<file path="config.mk">
export PLATFORM = sky130hd
export DESIGN_NAME = stbus_tx
export DESIGN_NICKNAME = d
export VERILOG_FILES = /design/src/rtl/stbus_pkg.sv /design/src/rtl/stbus_frame_timer.sv /design/src/rtl/stbus_tx.sv
export SDC_FILE = /design/constraint.sdc
export NUM_CORES = 1
export LEC_CHECK = 0
export BUFFER_PORTS_ARGS = -buffer_cell sky130_fd_sc_hd__buf_2
export CAP_MARGIN = 25
export CORE_MARGIN = 10
export CORE_UTILIZATION = 30
export DETAILED_ROUTE_END_ITERATION = 8
export GPL_ROUTABILITY_DRIVEN = 0
export PLACE_DENSITY = 0.46
export SLEW_MARGIN = 20
export SYNTH_ARGS = -nofsm -noshare
export SYNTH_HDL_FRONTEND = slang
export SYNTH_HIERARCHICAL = 1
export SYNTH_SLANG_ARGS = --single-unit
</file>
<file path="constraint.sdc">
create_clock -name c4 -period 7.4 [get_ports c4]
set_input_delay 0.37 -clock c4 [delete_from_list [all_inputs] [get_ports c4]]
set_output_delay 0.37 -clock c4 [all_outputs]
set_load 0.02 [all_outputs]
</file>
<file path="src/rtl/stbus_pkg.sv">
// Shared ST-bus definitions: frame geometry, idle byte and channel types.
package stbus_pkg;
  localparam int STBUS_BITS_PER_CH = 8;
  localparam int STBUS_CLK_PER_BIT = 2;
  localparam int STBUS_CHANNELS    = 32;
  localparam int STBUS_FRAME_CLKS  = STBUS_CHANNELS * STBUS_BITS_PER_CH * STBUS_CLK_PER_BIT;
  localparam logic [7:0] STBUS_IDLE_BYTE = 8'hFF;

  typedef logic [7:0] ch_byte_t;
  typedef logic [4:0] ch_idx_t;
  typedef logic [8:0] frame_cnt_t;
  typedef logic [7:0] bit_idx_t;
endpackage

</file>
<file path="src/rtl/stbus_frame_timer.sv">
// ST-bus frame timer: c4 cycle counter, registered frame pulse and wrap strobe.
module stbus_frame_timer
  import stbus_pkg::*;
#(
  parameter int FRAME_CLKS = STBUS_FRAME_CLKS
) (
  input  logic     clk,
  input  logic     rst_n,
  output bit_idx_t bit_next,
  output logic     wrap,
  output logic     f0_n,
  output logic     frame_int
);
  localparam frame_cnt_t LAST = frame_cnt_t'(FRAME_CLKS - 1);

  frame_cnt_t cnt;
  frame_cnt_t cnt_next;

  // Reset parks the counter on the last cycle so the first edge starts frame 0.
  assign wrap     = (cnt == LAST);
  assign cnt_next = wrap ? '0 : cnt + 9'd1;
  assign bit_next = cnt_next[8:1];

  always_ff @(posedge clk or negedge rst_n) begin
    if (!rst_n) begin
      cnt       <= LAST;
      f0_n      <= 1'b1;
      frame_int <= 1'b0;
    end else begin
      cnt       <= cnt_next;
      f0_n      <= (cnt_next != '0);
      frame_int <= (cnt_next == '0);
    end
  end
endmodule

</file>
<file path="src/rtl/stbus_tx.sv">
// ST-bus master transmitter: shadow/active channel buffers with frame-aligned commit
// and MSB-first serialiser. Optional per-channel muting under STBUS_TX_MUTE_EN.
module stbus_tx
  import stbus_pkg::*;
#(
  parameter int       CHANNELS  = STBUS_CHANNELS,
  parameter ch_byte_t IDLE_BYTE = STBUS_IDLE_BYTE
) (
  input  logic                c4,
  input  logic                reset_n,
  input  logic                tx_en,
  input  logic                wr_en,
  input  ch_idx_t             wr_addr,
  input  ch_byte_t            wr_data,
  input  logic                commit,
`ifdef STBUS_TX_MUTE_EN
  input  logic [CHANNELS-1:0] mute_mask,
`endif
  output logic                f0_n,
  output logic                data_to_dt,
  output logic                frame_int,
  output logic                swap_done,
  output logic                commit_pend
);
  ch_byte_t shadow [CHANNELS];
  ch_byte_t active [CHANNELS];

  bit_idx_t bit_next;
  logic     wrap;
  logic     swap;
  logic     wr_ok;
  ch_idx_t  ch_next;
  logic [2:0] sel_next;
  ch_byte_t tx_byte;
  logic     tx_bit;

  stbus_frame_timer #(
    .FRAME_CLKS(CHANNELS * STBUS_BITS_PER_CH * STBUS_CLK_PER_BIT)
  ) u_timer (
    .clk      (c4),
    .rst_n    (reset_n),
    .bit_next (bit_next),
    .wrap     (wrap),
    .f0_n     (f0_n),
    .frame_int(frame_int)
  );

  assign swap     = wrap && (commit_pend || commit);
  assign wr_ok    = wr_en && (int'(wr_addr) < CHANNELS);
  assign ch_next  = bit_next[7:3];
  assign sel_next = 3'd7 - bit_next[2:0];

  // On the swap edge the first bit already comes from the shadow being committed.
  always_comb begin
    tx_byte = swap ? shadow[ch_next] : active[ch_next];
`ifdef STBUS_TX_MUTE_EN
    if (mute_mask[ch_next]) tx_byte = IDLE_BYTE;
`endif
    tx_bit = tx_en ? tx_byte[sel_next] : 1'b1;
  end

  always_ff @(posedge c4 or negedge reset_n) begin
    if (!reset_n) begin
      for (int i = 0; i < CHANNELS; i++) begin
        shadow[i] <= IDLE_BYTE;
        active[i] <= IDLE_BYTE;
      end
      commit_pend <= 1'b0;
      swap_done   <= 1'b0;
      data_to_dt  <= 1'b1;
    end else begin
      if (wr_ok) shadow[wr_addr] <= wr_data;
      // Non-blocking copy takes the pre-edge shadow, so a same-edge write waits.
      if (swap) begin
        for (int i = 0; i < CHANNELS; i++) active[i] <= shadow[i];
      end
      commit_pend <= swap ? 1'b0 : (commit_pend || commit);
      swap_done   <= swap;
      data_to_dt  <= tx_bit;
    end
  end
endmodule

</file>
* Word level (Yosys, flattened, before mapping)
Index checks and enable logic that the tools add are counted.
** Word-level totals
- Logic and storage cells :: 99
- Bits of input ports :: 18
- Register bits :: 526
** Cells by class
- Eq/ne operators :: 1
- Bitwise operators :: 2
- $lt $le $gt $ge :: 4
- Reductions and logical operators :: 5
- $add $sub $neg :: 2
- Muxes and demuxes :: 15
** Operators by type and width (number)
- $bwmux 256 :: 1
- $bmux 8 s5 :: 2
- $mux 8 :: 6
- $demux 8 s5 :: 1
- $ge 6x6->1 const B :: 2
- $not 5->6 :: 2
- $add 9x1->9 const B :: 1
- $eq 9x9->1 const B :: 1
- $logic_not 9->1 :: 1
- $mux 9 :: 1
- $reduce_bool 9->1 :: 1
- $lt 6x1->1 const B :: 1
- $lt 3x4->1 const B :: 1
- $bmux 1 s3 :: 1
- $mux 1 :: 3
- $sub 3x3->3 const A :: 1
- $logic_and 1x1->1 :: 2
- $logic_or 1x1->1 :: 1

* Depth between registers and ports, before layout
- Word-level depth :: 10
- Gate-level depth with buffers :: 18
- Gate-level depth less buffers :: 13

* Hierarchy
Netlist, hierarchy kept.
** Modules (own cells, without submodules)
- stbus_tx :: cells an instance 2039, instances 1, area each 24347.1 sq um
- stbus_frame_timer :: cells an instance 51, instances 1, area each 579.3 sq um

* Worst setup path after synthesis
No wires, ideal clock.
- Kind :: register -> register
- Start point :: register u_timer.cnt[0]
- End point :: register data_to_dt
- Buffers on the path :: 4
- Path slack :: 3.794 ns
- Cell stages (with the launch flop) :: 16
- Data arrival time :: 3.519 ns
- Data required time :: 7.313 ns
- Cell sequence :: dfstp_2 -> ha_1 -> and3_1 -> and3_1 -> ha_1 -> nor2_1 -> buf_4 -> buf_6 -> buf_8 -> buf_6 -> mux4_2 -> a2111oi_0 -> nor2_1 -> a211oi_1 -> o32a_1 -> nand4_1
** Between the ends
- Cells in the longest elaborated chain, start to end :: 10
** RTL lines
- start: declaration :: RTL line stbus_frame_timer.sv:16 : frame_cnt_t cnt;
- start signal: assignment :: RTL line stbus_frame_timer.sv:30 : cnt <= cnt_next;
- $add 9x1->9 / $eq 9x9->1 (equally long branches) :: RTL line stbus_frame_timer.sv:21, stbus_frame_timer.sv:20
- $mux 9 (*) :: RTL line stbus_frame_timer.sv:21 : assign cnt_next = wrap ? '0 : cnt + 9'd1;
- named net u_timer.cnt_next[4] :: RTL line stbus_frame_timer.sv:17 : frame_cnt_t cnt_next;
- $not 5->6 (not written as such) (*) :: RTL line stbus_tx.sv:55 : tx_byte = swap ? shadow[ch_next] : active[ch_next];
- $bmux 8 s5 :: RTL line stbus_tx.sv:55
- $mux 8 (not written as such) (2 in a row) :: RTL line stbus_tx.sv:55
- $mux 8 (*) :: RTL line stbus_tx.sv:55
- $bmux 1 s3 (*) :: RTL line stbus_tx.sv:59 : tx_bit = tx_en ? tx_byte[sel_next] : 1'b1;
- $mux 1 (not written as such) (*) :: RTL line stbus_tx.sv:59
- $mux 1 (*) :: RTL line stbus_tx.sv:59
- named net tx_bit :: RTL line stbus_tx.sv:35 : logic tx_bit;
- end signal: assignment :: RTL line stbus_tx.sv:79 : data_to_dt <= tx_bit;
- end: declaration :: RTL line stbus_tx.sv:20 : output logic data_to_dt,
The timed path passes the listed nets; every way through them passes the cells marked *. The select of a mux whose other input is x is not followed.
A chain may end at the register's enable or synchronous reset.

* Worst setup path in the final report
- Start point :: register u_timer.cnt[0]
- End point :: register data_to_dt
** Between the ends
- Cells in the longest elaborated chain, start to end :: 10
** RTL lines
- $add 9x1->9 / $eq 9x9->1 (equally long branches) :: RTL line stbus_frame_timer.sv:21, stbus_frame_timer.sv:20
- $mux 9 (*) :: RTL line stbus_frame_timer.sv:21
- named net bit_next[3] :: RTL line stbus_tx.sv:28 : bit_idx_t bit_next;
- $not 5->6 (not written as such) (*) :: RTL line stbus_tx.sv:55
- $bmux 8 s5 :: RTL line stbus_tx.sv:55
- $mux 8 (not written as such) (2 in a row) :: RTL line stbus_tx.sv:55
- $mux 8 (*) :: RTL line stbus_tx.sv:55
- $bmux 1 s3 (*) :: RTL line stbus_tx.sv:59
- $mux 1 (not written as such) (*) :: RTL line stbus_tx.sv:59
- $mux 1 (*) :: RTL line stbus_tx.sv:59
- named net tx_bit :: RTL line stbus_tx.sv:35
Marks and branches as above.

==> results.toml <==
[yosys]
synth_cell_type_count = 59
synth.avg_cell_area_um2 = 11.9
yosysTopAreaCell = "dfstp_2"
synth_xor_area_share_pct = 0.211
yosys.area_share.adder_pct = 0.151
async_flop_share_pct = 100
syn_area_um2 = 24900
synthMuxAreaShare_pct = 24.3
synth.top_cell.area_share_pct = 55.1
yosysSeqAreaShare_pct = 55.4
synth_top_family_by_area = "multiplexers"
synth_ff_type = "dfstp_2"
synth_area_leaders = "dfstp_2, nand2_1, mux2_2, mux4_2, clkbuf_1"
yosys.area_share.simple_pct = 14.4
syn_nets = 2111
synth_edf_count = 0
synth-compound-area-share_pct = 2.38
yosys_warnings = 6
syn_inst = 2090
ys_ff_latch = 526

[finish]
nFillCells = 8199
multi_input_area_um2 = 10400
seqCellArea_um2 = 13800
diodes = 0
drive_gt1_share_pct = 50.1
areaGrowthSynthToFinish_pct = 12.7
layout.nets = 2085

[power]
clkPwrFrac_pct = 43.0
netSwitchingFraction_pct = 23.0
p_int_mw = 5.60
p_switching_mw = 1.67
sequentialPowerShare_pct = 49.3
p_leak_nw = 11.8
power.density_nw_per_um2 = 259
peakVddDrop_mv = 0.175
p_comb_share_pct = 7.6

[worst_setup_path]
worstSetupEndpoint = "data_to_dt"
worst_ep_required_time_ns = 7.95
reg2reg_depth = 13
crit_start = "u_timer/cnt[0]"
crit_path_start_kind = "register"
r2r_slack_ns = 2.44
r2r_start = "u_timer/cnt[0]"
worstSetupPathType = "reg -> reg"
endpoint_kind = "register"
r2r-end = "data_to_dt"
cp.arrival_ns = 5.50
path_max_fanout = 43

[grt]
grt_max_degree = 160
grt_overflow_total = 0
use_met3_pct = 2.19
grt_pass1_wl_mm = 108
busiest_layer = "met2"
antenna_found_initial = 2
track_usage_pct = 14.9
grtUsageMet1_pct = 21.2
use_met2_pct = 23.0
first_global_vias = 16500

[route]
post-route-drc-count = 0
dr.first_iter.drc_count = 1125
wl_per_cell_um = 22.1
ant_nets = 0
routed_wl_mm = 70.2
drt-pass1-iter-count = 7
avgViaCountPerCell = 5.00
routed-via-count = 15900

[timing]
period_needed_ns = 4.96
post-route-period-util_pct = 67.0
finClkSkew_ns = 0.0152
finalSetupTns_ns = 0
worstMarginPinSlew_ns = 1.02
rsz0062_at_grt = "no"
setup_viol = 0
timing.slew.headroom_pct = 31.8
hold_violations = 0
hold_ws_ns = 0.155
max_freq_ghz = 0.202
maxSlewViolCount = 0

[floorplan]
initial_core_util_pct = 30.3
rows = 105
ios = 23
die_h_um = 308
die_area_um2 = 95000
coreArea_um2 = 82200
die_x_um = 308

[outcome]
status = "finished clean"

[clock_network]
htreeDepth = 2
post_cts_resized = 0
cts_tree = "done"
clkLatencyLatePin_ns = 0.63
cts_buffers = 60
path_clk_slew_ns = 0.06
cts_num_sinks = 526
cts_buffer_depth = 3
cts-root-buf = "clkbuf_16"

[placement]
portBuffers = 22
hpwl_mm = 44.2

[worst_hold_path]
hp-class = "in -> async"

[run]
cap_violations = 0
-- cell families (layout without fill, tap and decap cells) --
group,count (synthesis),in the layout
AOI/OAI and AO/OA,79,79
buffers and inverters,150,172
and+or+nand+nor,912,912
muxes,414,414
DFF,526,526
xor gates and xnor gates,6,6
adders and majority gates,3,3
-- metal layers --
layer	vias up	share of wire, %
met5	-	0.019
met4	2	2.8
met3	117	4.4
met2	354	45
met1	8318	48
li1	7106	-
-- layout make-up --
| class | count | area share [%] |
|---|---|---|
| repair buffers | 56 | 1.67 |
| well taps | 1070 | 4.76 |
| inverters | 6 | 0.107 |
| clock buffers | 90 | 6.14 |
| flip-flops and latches | 526 | 49.2 |
| clock inverters | 20 | 1.22 |
| multi-input cells | 1414 | 36.9 |
-- flip-flops by register name (all words and copies together), names as in the netlist --
name               cells
active               256
shadow               256
u_timer/cnt            9
commit_pend            1
data_to_dt             1
swap_done              1
u_timer/f0_n           1
u_timer/frame_int      1
-- worst min path at each step --
stage           startpoint  slack (ns)           to  depth (start not counted)
6_report           reset_n        0.16  shadow[119]                          1
5_1_grt            reset_n        0.23  shadow[119]                          1
4_1_cts            reset_n        0.18  shadow[119]                          1
3_5_place_dp   active[128]        0.45  active[128]                          2
3_3_place_gp    active[87]        0.45   active[87]                          2
2_1_floorplan      reset_n        0.07  commit_pend                          0
-- critical path, cell delays in order (launching register included) --
cell	delay [ns]
dfstp_2	0.37
ha_1	0.21
and3_1	0.21
and3_1	0.19
ha_1	0.31
nor2_4	0.77
buf_12	0.40
mux4_1	0.59
mux2_2	0.29
a221oi_1	0.70
o31ai_1	0.18
o22ai_1	0.32
or4b_1	0.16
nand4_1	0.10
-- power groups by stage --
stage / clock [mW] / combinational [mW] / sequential [mW]
detailed placement: 0 / 0.563 / 3.63
CTS: 3.23 / 0.566 / 3.59
global route: 3.34 / 0.608 / 3.63
floorplan: 0 / 0.409 / 3.53
global placement: 0 / 0.549 / 3.62
finish: 3.13 / 0.555 / 3.59
-- cell usage after synthesis, types with 4 or more instances --
cell type / n
o31ai_1: 4
nor2_1: 41
buf_2: 13
mux4_2: 111
dfstp_2: 523
a221oi_1: 6
clkbuf_1: 91
o21ai_0: 10
inv_1: 4
o211ai_1: 7
a22o_1: 4
nor3b_1: 5
a21oi_1: 13
nor2b_1: 5
and2_1: 5
o22ai_1: 4
buf_1: 13
buf_6: 6
o221ai_1: 4
and3_1: 8
nor3_1: 10
buf_4: 14
nand3b_1: 8
nand3_1: 5
a22oi_1: 8
mux2_2: 261
mux2i_1: 29
nand2_1: 809
mux4_1: 12
buf_12: 4
-- timing repair --
item | CTS | global route
endpoints found under the setup margin | 0 | 0
hold buffers | 2 | 0
setup buffers | 0 | 0
endpoints found under the hold margin | 2 | 0
-- layout by cell type, fill, tap and decap left out, types with 4 or more instances in the layout --
| cell type | count |
|---|---|
| nand2_1 | 809 |
| clkbuf_16 | 60 |
| nor2_2 | 6 |
| nand3b_1 | 8 |
| mux4_1 | 12 |
| clkbuf_8 | 11 |
| clkinv_2 | 8 |
| a221oi_1 | 6 |
| a21oi_1 | 13 |
| o211ai_1 | 7 |
| nor2_1 | 33 |
| bufinv_16 | 9 |
| nand3_1 | 5 |
| a22o_1 | 4 |
| clkbuf_1 | 19 |
| mux4_2 | 111 |
| dfstp_2 | 523 |
| buf_12 | 7 |
| o21ai_0 | 9 |
| buf_4 | 25 |
| o31ai_1 | 4 |
| nor3_1 | 10 |
| o221ai_1 | 4 |
| and2_1 | 4 |
| and3_1 | 8 |
| a22oi_1 | 8 |
| nor3b_1 | 5 |
| mux2_2 | 261 |
| o22ai_1 | 4 |
| buf_2 | 21 |
| mux2i_1 | 29 |
| nor2b_1 | 5 |
-- stage by stage --
stage | utilization (%) | instance area [um2] | setup WS, ns | std cells | total power, mW
final | 34.2 | 28100 | 2.44 | 3182 | 7.27
after global routing | 34.2 | 28100 | 2.22 | 3182 | 7.58
after CTS | 34.2 | 28100 | 2.42 | 3182 | 7.38
after detailed placement | 31.6 | 26000 | 2.45 | 3070 | 4.19
after global placement | 31.6 | 26000 | 2.43 | 3069 | 4.17
after floorplan | - | 24900 | 3.79 | 2090 | 3.94
Power figures use the tool's default switching activity.
